[config.mk]
export PLATFORM = sky130hd
export DESIGN_NAME = arbitro_rr_mux4
export DESIGN_NICKNAME = d
export VERILOG_FILES = /design/src/rtl/arbitro_rr_mux4_pkg.sv /design/src/rtl/mux_4_para_1_4bits.sv /design/src/rtl/seletor_rr_4.sv /design/src/rtl/arbitro_rr_mux4.sv
export SDC_FILE = /design/constraint.sdc
export NUM_CORES = 1
export LEC_CHECK = 0
export CORE_UTILIZATION = 30
export DETAILED_ROUTE_END_ITERATION = 10
export PLACE_DENSITY_LB_ADDON = 0.08
export SLEW_MARGIN = 5
export SYNTH_ARGS = -nofsm -noshare
export SYNTH_HDL_FRONTEND = slang
export SYNTH_SLANG_ARGS = --single-unit
[constraint.sdc]
create_clock -name clk -period 2.43 [get_ports clk]
set_input_delay 0.729 -clock clk [delete_from_list [all_inputs] [get_ports clk]]
set_output_delay 0.729 -clock clk [all_outputs]
set_load 0.05 [all_outputs]
[src/rtl/arbitro_rr_mux4_pkg.sv]
// Shared definitions for the round-robin result-bus arbiter: state encoding,
// requester count and data width.
package arbitro_rr_mux4_pkg;

    typedef enum logic {
        ARB_OCIOSO    = 1'b0,
        ARB_CONCEDIDO = 1'b1
    } estado_t;

    localparam int NUM_REQ   = 4;
    localparam int LARG_DADO = 4;

endpackage

[src/rtl/mux_4_para_1_4bits.sv]
// Four-input, 4-bit wide data multiplexer selected by S.
module mux_4_para_1_4bits
    import arbitro_rr_mux4_pkg::*;
(
    input  logic [LARG_DADO-1:0] D0,
    input  logic [LARG_DADO-1:0] D1,
    input  logic [LARG_DADO-1:0] D2,
    input  logic [LARG_DADO-1:0] D3,
    input  logic [1:0]           S,
    output logic [LARG_DADO-1:0] Y
);

    always_comb begin
        case (S)
            2'd0:    Y = D0;
            2'd1:    Y = D1;
            2'd2:    Y = D2;
            default: Y = D3;
        endcase
    end

endmodule

[src/rtl/seletor_rr_4.sv]
// Combinational round-robin pick: first requester found scanning from ponteiro
// upward, wrapping 3 -> 0.
module seletor_rr_4
    import arbitro_rr_mux4_pkg::*;
(
    input  logic [NUM_REQ-1:0] req,
    input  logic [1:0]         ponteiro,
    output logic [1:0]         idx,
    output logic               algum
);

    // Scan from the far end so the closest requester to ponteiro wins.
    always_comb begin
        idx = ponteiro;
        for (int k = NUM_REQ - 1; k >= 0; k--) begin
            if (req[ponteiro + 2'(k)]) idx = ponteiro + 2'(k);
        end
    end

    assign algum = |req;

endmodule

[src/rtl/arbitro_rr_mux4.sv]
// Round-robin arbiter sharing one 4-bit result bus among four requesters.
// Optional burst mode (several transfers per grant) enabled by ARB_RAJADA_EN.
//
//   state         | meaning
//   ARB_OCIOSO    | no grant held, y_valido = 0, waiting for any req
//   ARB_CONCEDIDO | sel owns the bus, word offered while req[sel] = 1
module arbitro_rr_mux4
    import arbitro_rr_mux4_pkg::*;
#(
    parameter int PRIO_INICIAL = 0,
    parameter int RAJADA_MAX   = 4
) (
    input  logic                 clk,
    input  logic                 rst,
    input  logic [NUM_REQ-1:0]   req,
    input  logic [LARG_DADO-1:0] D0,
    input  logic [LARG_DADO-1:0] D1,
    input  logic [LARG_DADO-1:0] D2,
    input  logic [LARG_DADO-1:0] D3,
    output logic [NUM_REQ-1:0]   ack,
    output logic [LARG_DADO-1:0] Y,
    output logic                 y_valido,
    input  logic                 y_pronto,
    output logic [1:0]           y_origem
);

    localparam logic [1:0] PRIO = 2'(PRIO_INICIAL);

    if (RAJADA_MAX < 1 || RAJADA_MAX > 15) begin : g_rajada_invalida
        $error("RAJADA_MAX must be in 1..15");
    end

    estado_t    estado;
    logic [1:0] sel;
    logic [1:0] ponteiro;
    logic [1:0] prox_ponteiro;
    logic [1:0] idx_atual;
    logic [1:0] idx_prox;
    logic       algum_atual;
    logic       algum_prox;
    logic       transfer;
    logic       manter;

    assign prox_ponteiro = sel + 2'd1;

    // Second picker looks ahead with the rotated pointer so a new grant is
    // ready on the same edge as a transfer, giving back-to-back throughput.
    seletor_rr_4 u_sel_atual (
        .req      (req),
        .ponteiro (ponteiro),
        .idx      (idx_atual),
        .algum    (algum_atual)
    );

    seletor_rr_4 u_sel_prox (
        .req      (req),
        .ponteiro (prox_ponteiro),
        .idx      (idx_prox),
        .algum    (algum_prox)
    );

    mux_4_para_1_4bits u_mux (
        .D0 (D0),
        .D1 (D1),
        .D2 (D2),
        .D3 (D3),
        .S  (sel),
        .Y  (Y)
    );

    // Gated by rst so a grant abandoned by reset never acknowledges a word.
    assign y_valido = (estado == ARB_CONCEDIDO) && req[sel] && !rst;
    assign transfer = y_valido && y_pronto;
    assign ack      = transfer ? (4'b0001 << sel) : 4'b0000;
    assign y_origem = sel;

`ifdef ARB_RAJADA_EN
    logic [3:0] contador;
    assign manter = ({1'b0, contador} + 5'd1) < 5'(RAJADA_MAX);
`else
    assign manter = 1'b0;
`endif

    always_ff @(posedge clk) begin
        if (rst) begin
            estado   <= ARB_OCIOSO;
            sel      <= PRIO;
            ponteiro <= PRIO;
`ifdef ARB_RAJADA_EN
            contador <= 4'd0;
`endif
        end else begin
            case (estado)
                ARB_OCIOSO: begin
`ifdef ARB_RAJADA_EN
                    contador <= 4'd0;
`endif
                    if (algum_atual) begin
                        sel    <= idx_atual;
                        estado <= ARB_CONCEDIDO;
                    end
                end
                ARB_CONCEDIDO: begin
                    if (transfer && !manter) begin
                        ponteiro <= prox_ponteiro;
`ifdef ARB_RAJADA_EN
                        contador <= 4'd0;
`endif
                        if (algum_prox) sel    <= idx_prox;
                        else            estado <= ARB_OCIOSO;
`ifdef ARB_RAJADA_EN
                    end else if (transfer) begin
                        contador <= contador + 4'd1;
`endif
                    end else if (!req[sel]) begin
                        // Requester withdrew without ack: re-pick, pointer kept.
`ifdef ARB_RAJADA_EN
                        contador <= 4'd0;
`endif
                        if (algum_atual) sel    <= idx_atual;
                        else             estado <= ARB_OCIOSO;
                    end
                end
            endcase
        end
    end

endmodule

# == Word-level counts from Yosys, hierarchy flattened ==
# Cells that the tools add are included.
# totals
elab_cells,70
register_bits,5
output_inout_bits,11
input_bits,23
# classes
n_lt_le_gt_ge,9
bitwise,1
n_addsub,7
reduce_logical,8
eq_ne,4
n_shift,1
n_mux,37
# ops
operator,n
"less-than comparator 2 x 3 -> 1 bit, second input constant",9
two-way mux 2 bit,12
binary-select mux 1 bit (select 2 bit),9
two-way mux 1 bit,12
case mux 4 bit (3 select lines),1
"adder 2 bit, second input constant",4
"adder 2 x 1 -> 2 bit, second input constant",3
"inequality test 3 bit, second input constant",2
two-way mux 4 bit,1
case mux 2 bit (2 select lines),1
AND reduction 2 bit,2
OR reduction 4 bit,1
"<< shifter 1 x 2 -> 4 bit, first input constant",1
logical AND 1 bit,3
"equality test 2 x 1 -> 1 bit, second input constant",1
"equality test 2 bit, second input constant",1
logical NOT 2 bit,1
case mux 1 bit (2 select lines),1
logical NOT 1 bit,1
NOT 1 bit,1

# == Depth between registers and ports, before layout ==
# depth
ltp_word,11
depth_mapped,7

# == Cells and area by module ==
# A second synthesis with hierarchy kept.
# unflattened
cells_unflattened,80
area_unflattened_um2,695.7
# by_module_without_submodules
mod,area_per_inst_um2,seq_area_each_um2,cells_each,instances
arbitro_rr_mux4,390.4,100.1,44,1
seletor_rr_4,100.1,0.0,16,2
mux_4_para_1_4bits,105.1,0.0,4,1

# == Worst setup path before layout ==
# OpenSTA, ideal clock, no wires.
# synth_timing
kind,reg-to-output
from,register sel[1] (netlist: y_origem[1])
to,output Y[0]
path_stages_with_launch,4
t_arrival_ns,2.125
path_slack_ns,-0.424
path_cell_list,dfxtp_1 > ha_1 > clkbuf_1 > mux2i_1
# synth_via
elab_chain_cells,2
word_cells_on_any_way,4
classes_between,eq/ne: 2; mux: 1; reduce/logical: 1
# synth_lines
element,line,rtl
"start, declared",arbitro_rr_mux4.sv:34,logic [1:0] sel;
"start signal, assigned",arbitro_rr_mux4.sv:99,sel <= idx_atual;
"start signal, assigned",arbitro_rr_mux4.sv:109,if (algum_prox) sel <= idx_prox;
"start signal, assigned",arbitro_rr_mux4.sv:120,if (algum_atual) sel <= idx_atual;
equality test 2 bit (tied with other cells),mux_4_para_1_4bits.sv:14,case (S)
case mux 4 bit (3 select lines) (*),mux_4_para_1_4bits.sv:14,
"end, declared",arbitro_rr_mux4.sv:21,"output logic [LARG_DADO-1:0] Y,"
# Mark *: on every way between the ends. The rest lies on a longest branch, timed or not.

# == Worst setup path after layout ==
# layout_timing
from,input req[3]
to,output ack[1]
# layout_via
elab_chain_cells,6
# layout_lines
element,line,rtl
"start, declared",arbitro_rr_mux4.sv:15,"input logic [NUM_REQ-1:0] req,"
binary-select mux 1 bit (select 2 bit),arbitro_rr_mux4.sv:72,assign y_valido = (estado == ARB_CONCEDIDO) && req[sel] && !rst;
two-way mux 1 bit (implied by the code),arbitro_rr_mux4.sv:72,
logical AND 1 bit (2 in a row),arbitro_rr_mux4.sv:72,
logical AND 1 bit,arbitro_rr_mux4.sv:73,assign transfer = y_valido && y_pronto;
two-way mux 4 bit,arbitro_rr_mux4.sv:74,assign ack = transfer ? (4'b0001 << sel) : 4'b0000;
"end, declared",arbitro_rr_mux4.sv:20,"output logic [NUM_REQ-1:0] ack,"
# No other way between the ends. The select of a mux whose other input is x is not followed.

==> flow_metrics.env <==
export IMPL_worstPathRequired_ns=1.70
export IMPL_p_int_w=0.000315
export IMPL_diodes=0
export IMPL_rsz0062_at_grt="yes"
export IMPL_yosysMostFrequentCell="inv_1"
export IMPL_sw_frac_of_total=0.404
export IMPL_post_route_drc_count=0
export IMPL_min_path_type="flip-flop to flip-flop"
export IMPL_finClkSkew_ns=0.00105
export IMPL_core_um2=2280
export IMPL_htreeDepth=1
export IMPL_rrSetupSlack_ns=0.54
export IMPL_detail_route_antenna_nets=0
export IMPL_finalInstanceArea_um2=1350
export IMPL_slew_headroom=0.661
export IMPL_clock_sinks=5
export IMPL_worstSkewPairLatency_ns=0.24
export IMPL_holdBufCountCts=0
export IMPL_p_seq_frac=0.189
export IMPL_netlist_top_cells_count="inv_1, nor2_1, mux2i_1"
export IMPL_cp_max_fo=5
export IMPL_drtIter0Drc=16
export IMPL_drv_cap=0
export IMPL_crit_start="req[3]"
export IMPL_layout_drive_gt1_share=0.443
export IMPL_reg2reg_from="y_origem[1]$_SDFFE_PP0P_"
export IMPL_yosysWarnings=0
export IMPL_async_reset_ff_frac=0
export IMPL_fillers=215
export IMPL_start_util=0.328
export IMPL_grt_pass1_wl_um=3660
export IMPL_syn_nets=117
export IMPL_postPlaceCellArea_um2=1240
export IMPL_wl_per_cell_um=13.5
export IMPL_rows=17
export IMPL_p_leak_nw=0.573
export IMPL_syn_cell_area_um2=747
export IMPL_crit_end="ack[1]"
export IMPL_pwr_share_comb=0.623
export IMPL_status="finished with violations"
export IMPL_routabilityCongestion=0.857
export IMPL_seq_area_frac_synth=0.134
export IMPL_vias=850
export IMPL_post_place_ws_ns=-0.483
export IMPL_syn_avg_cell_area_um2=8.39
export IMPL_cp_start_kind="input pin"
export IMPL_tritoncts="built"
export IMPL_antenna_found_initial=0
export IMPL_grt_max_degree=12
export IMPL_power_density_nw_per_um2=391
export IMPL_wl_um=2270
export IMPL_die_h_um=51.9
export IMPL_clkTransAtPathRegs_ns=0.05
export IMPL_ys_top_cells_by_area="dfxtp_1, ha_1, mux2i_1, a222oi_1, a211oi_1"
export IMPL_finalHoldViolCount=0
export IMPL_die_area_um2=2690
export IMPL_syn_inst=89
export IMPL_violations="setup timing"
export IMPL_setup_violations_final=4
export IMPL_root_buffer="clkbuf_4"
export IMPL_die_x_um=51.9
export IMPL_yosysTopAreaCell="dfxtp_1"
export IMPL_grt_pass1_vias=797
export IMPL_clockBufferDepth=2
export IMPL_via_per_inst=5.06
export IMPL_synth_top_cell_area_share=0.134
export IMPL_period_share=1.04
export IMPL_clkPwrFrac=0.188
export IMPL_finalCriticalPeriod_ns=2.54
export IMPL_cts_made_buffers=3
export IMPL_grt_overflow=0
export IMPL_r2r_end="y_origem[0]$_SDFFE_PP0P_"
export IMPL_fin_nets=169
export IMPL_area_growth_pct=80.6
export IMPL_synth_cell_types=34
export IMPL_worst_pin_slew_ns=0.506
export IMPL_p_sw_w=0.000213
export IMPL_max_freq_mhz=394
export IMPL_synth_ff_type="dfxtp_1"
export IMPL_final_max_slew_viol_count=0
export IMPL_dr_pass1_iters=5
export IMPL_io_pins=34
export IMPL_peakVddDrop_v=0.000255
export IMPL_setup_worst_path_end_class="primary output"
export IMPL_worstPathArrival_ns=1.81
export IMPL_path_class="input pin to primary output"
export IMPL_synth_edff_count=0
export IMPL_postSynthRegisterBits=5
export IMPL_fin_ws_ns=-0.109
export IMPL_io_buffers=33
export IMPL_grtUsageTotal=0.184
export IMPL_dp_final_hpwl_um=1800
export IMPL_r2r_worst_path_cells=6
[placed cells by master, fill, tap and decap left out, types with 2 or more instances in the layout]
cell / instances
nand2_1: 3
and2_4: 4
nor2_1: 6
nor3_1: 2
clkbuf_4: 3
dlygate4sd2_1: 12
or2b_1: 3
buf_6: 8
clkdlybuf4s50_1: 6
mux2_2: 2
inv_1: 7
a21oi_1: 5
dfxtp_1: 3
ha_2: 2
clkdlybuf4s15_1: 2
dfxtp_4: 2
ha_1: 2
buf_4: 22
nand2b_1: 4
a222oi_1: 4
mux2i_4: 4
buf_8: 4
a211oi_1: 4
mux2i_1: 2
o21ai_0: 4
[worst min path at each step]
stage / from / to / slack (ns) / cells after the start
after CTS: ponteiro[1]$_SDFFE_PP0P_ / ponteiro[1]$_SDFFE_PP0P_ / 0.55 / 2
after global routing: y_origem[0]$_SDFFE_PP0P_ / y_origem[0]$_SDFFE_PP0P_ / 0.56 / 2
after global placement: ponteiro[1]$_SDFFE_PP0P_ / ponteiro[1]$_SDFFE_PP0P_ / 0.54 / 2
after detailed placement: ponteiro[1]$_SDFFE_PP0P_ / ponteiro[1]$_SDFFE_PP0P_ / 0.54 / 2
after floorplan: ponteiro[1]$_SDFFE_PP0P_ / ponteiro[1]$_SDFFE_PP0P_ / 0.50 / 2
final: y_origem[0]$_SDFFE_PP0P_ / y_origem[0]$_SDFFE_PP0P_ / 0.55 / 2
[kinds of logic after synthesis]
family | count (synthesis) | share of synthesized area
flip-flops | 5 | 0.134
AO/OA/AOI/OAI | 25 | 0.273
AND/OR/NAND/NOR | 29 | 0.233
adder cells (fa/ha/maj) | 5 | 0.0838
buffers and inverters | 15 | 0.100
multiplexers | 10 | 0.176
[power by group through the flow]
stage / Clock (W) / Combinational (W) / Sequential [W]
after floorplan: 0 / 0.000183 / 0.000110
after global placement: 0 / 0.000313 / 0.000100
after detailed placement: 0 / 0.000315 / 0.0000997
after CTS: 0.000104 / 0.000321 / 0.0000986
after global routing: 0.000111 / 0.000350 / 0.000101
final: 0.0000992 / 0.000329 / 0.0000995
[metrics by stage]
stage | total power, W | util | hold slack [ns] | instances | setup TNS, ns
after floorplan | 0.000293 | - | 0.504 | 89 | -0.420
after global placement | 0.000413 | 0.546 | 0.543 | 161 | -3.07
after detailed placement | 0.000415 | 0.546 | 0.544 | 161 | -3.20
after CTS | 0.000524 | 0.576 | 0.554 | 166 | -0.453
after global routing | 0.000561 | 0.593 | 0.562 | 168 | -0.464
final | 0.000528 | 0.593 | 0.548 | 168 | -0.414
[final cells by class]
class / instances / area (µm²) / area share
clock buffers: 4 / 26.3 / 0.0195
inverters: 8 / 32.5 / 0.0241
multi-input cells: 69 / 647 / 0.480
flip-flops and latches: 5 / 108 / 0.0798
well taps: 28 / 35.0 / 0.0260
repair buffers: 54 / 500 / 0.371
[critical path, stage by stage]
cell	delay, ns
buf_6	0.09
mux4_2	0.48
and3_4	0.21
and2_4	0.16
buf_8	0.14
[layer usage]
metal,track usage,vias to the layer above,wire length (µm)
li1,-,435,-
met1,0.261,385,1090
met2,0.276,26,1060
met3,0.0117,4,90
met4,0.0946,0,26
met5,0,-,0
[registers in the layout (all words and copies together) (netlist names)]
name,cells
estado,1
ponteiro,2
y_origem,2
[repair_timing]
item                       4_1_cts  5_1_grt
setup buffers                    1        2
resized for setup               47        8
pin swaps                        5        2
setup endpoints to repair       10        8
(Power assumes the default switching activity.)
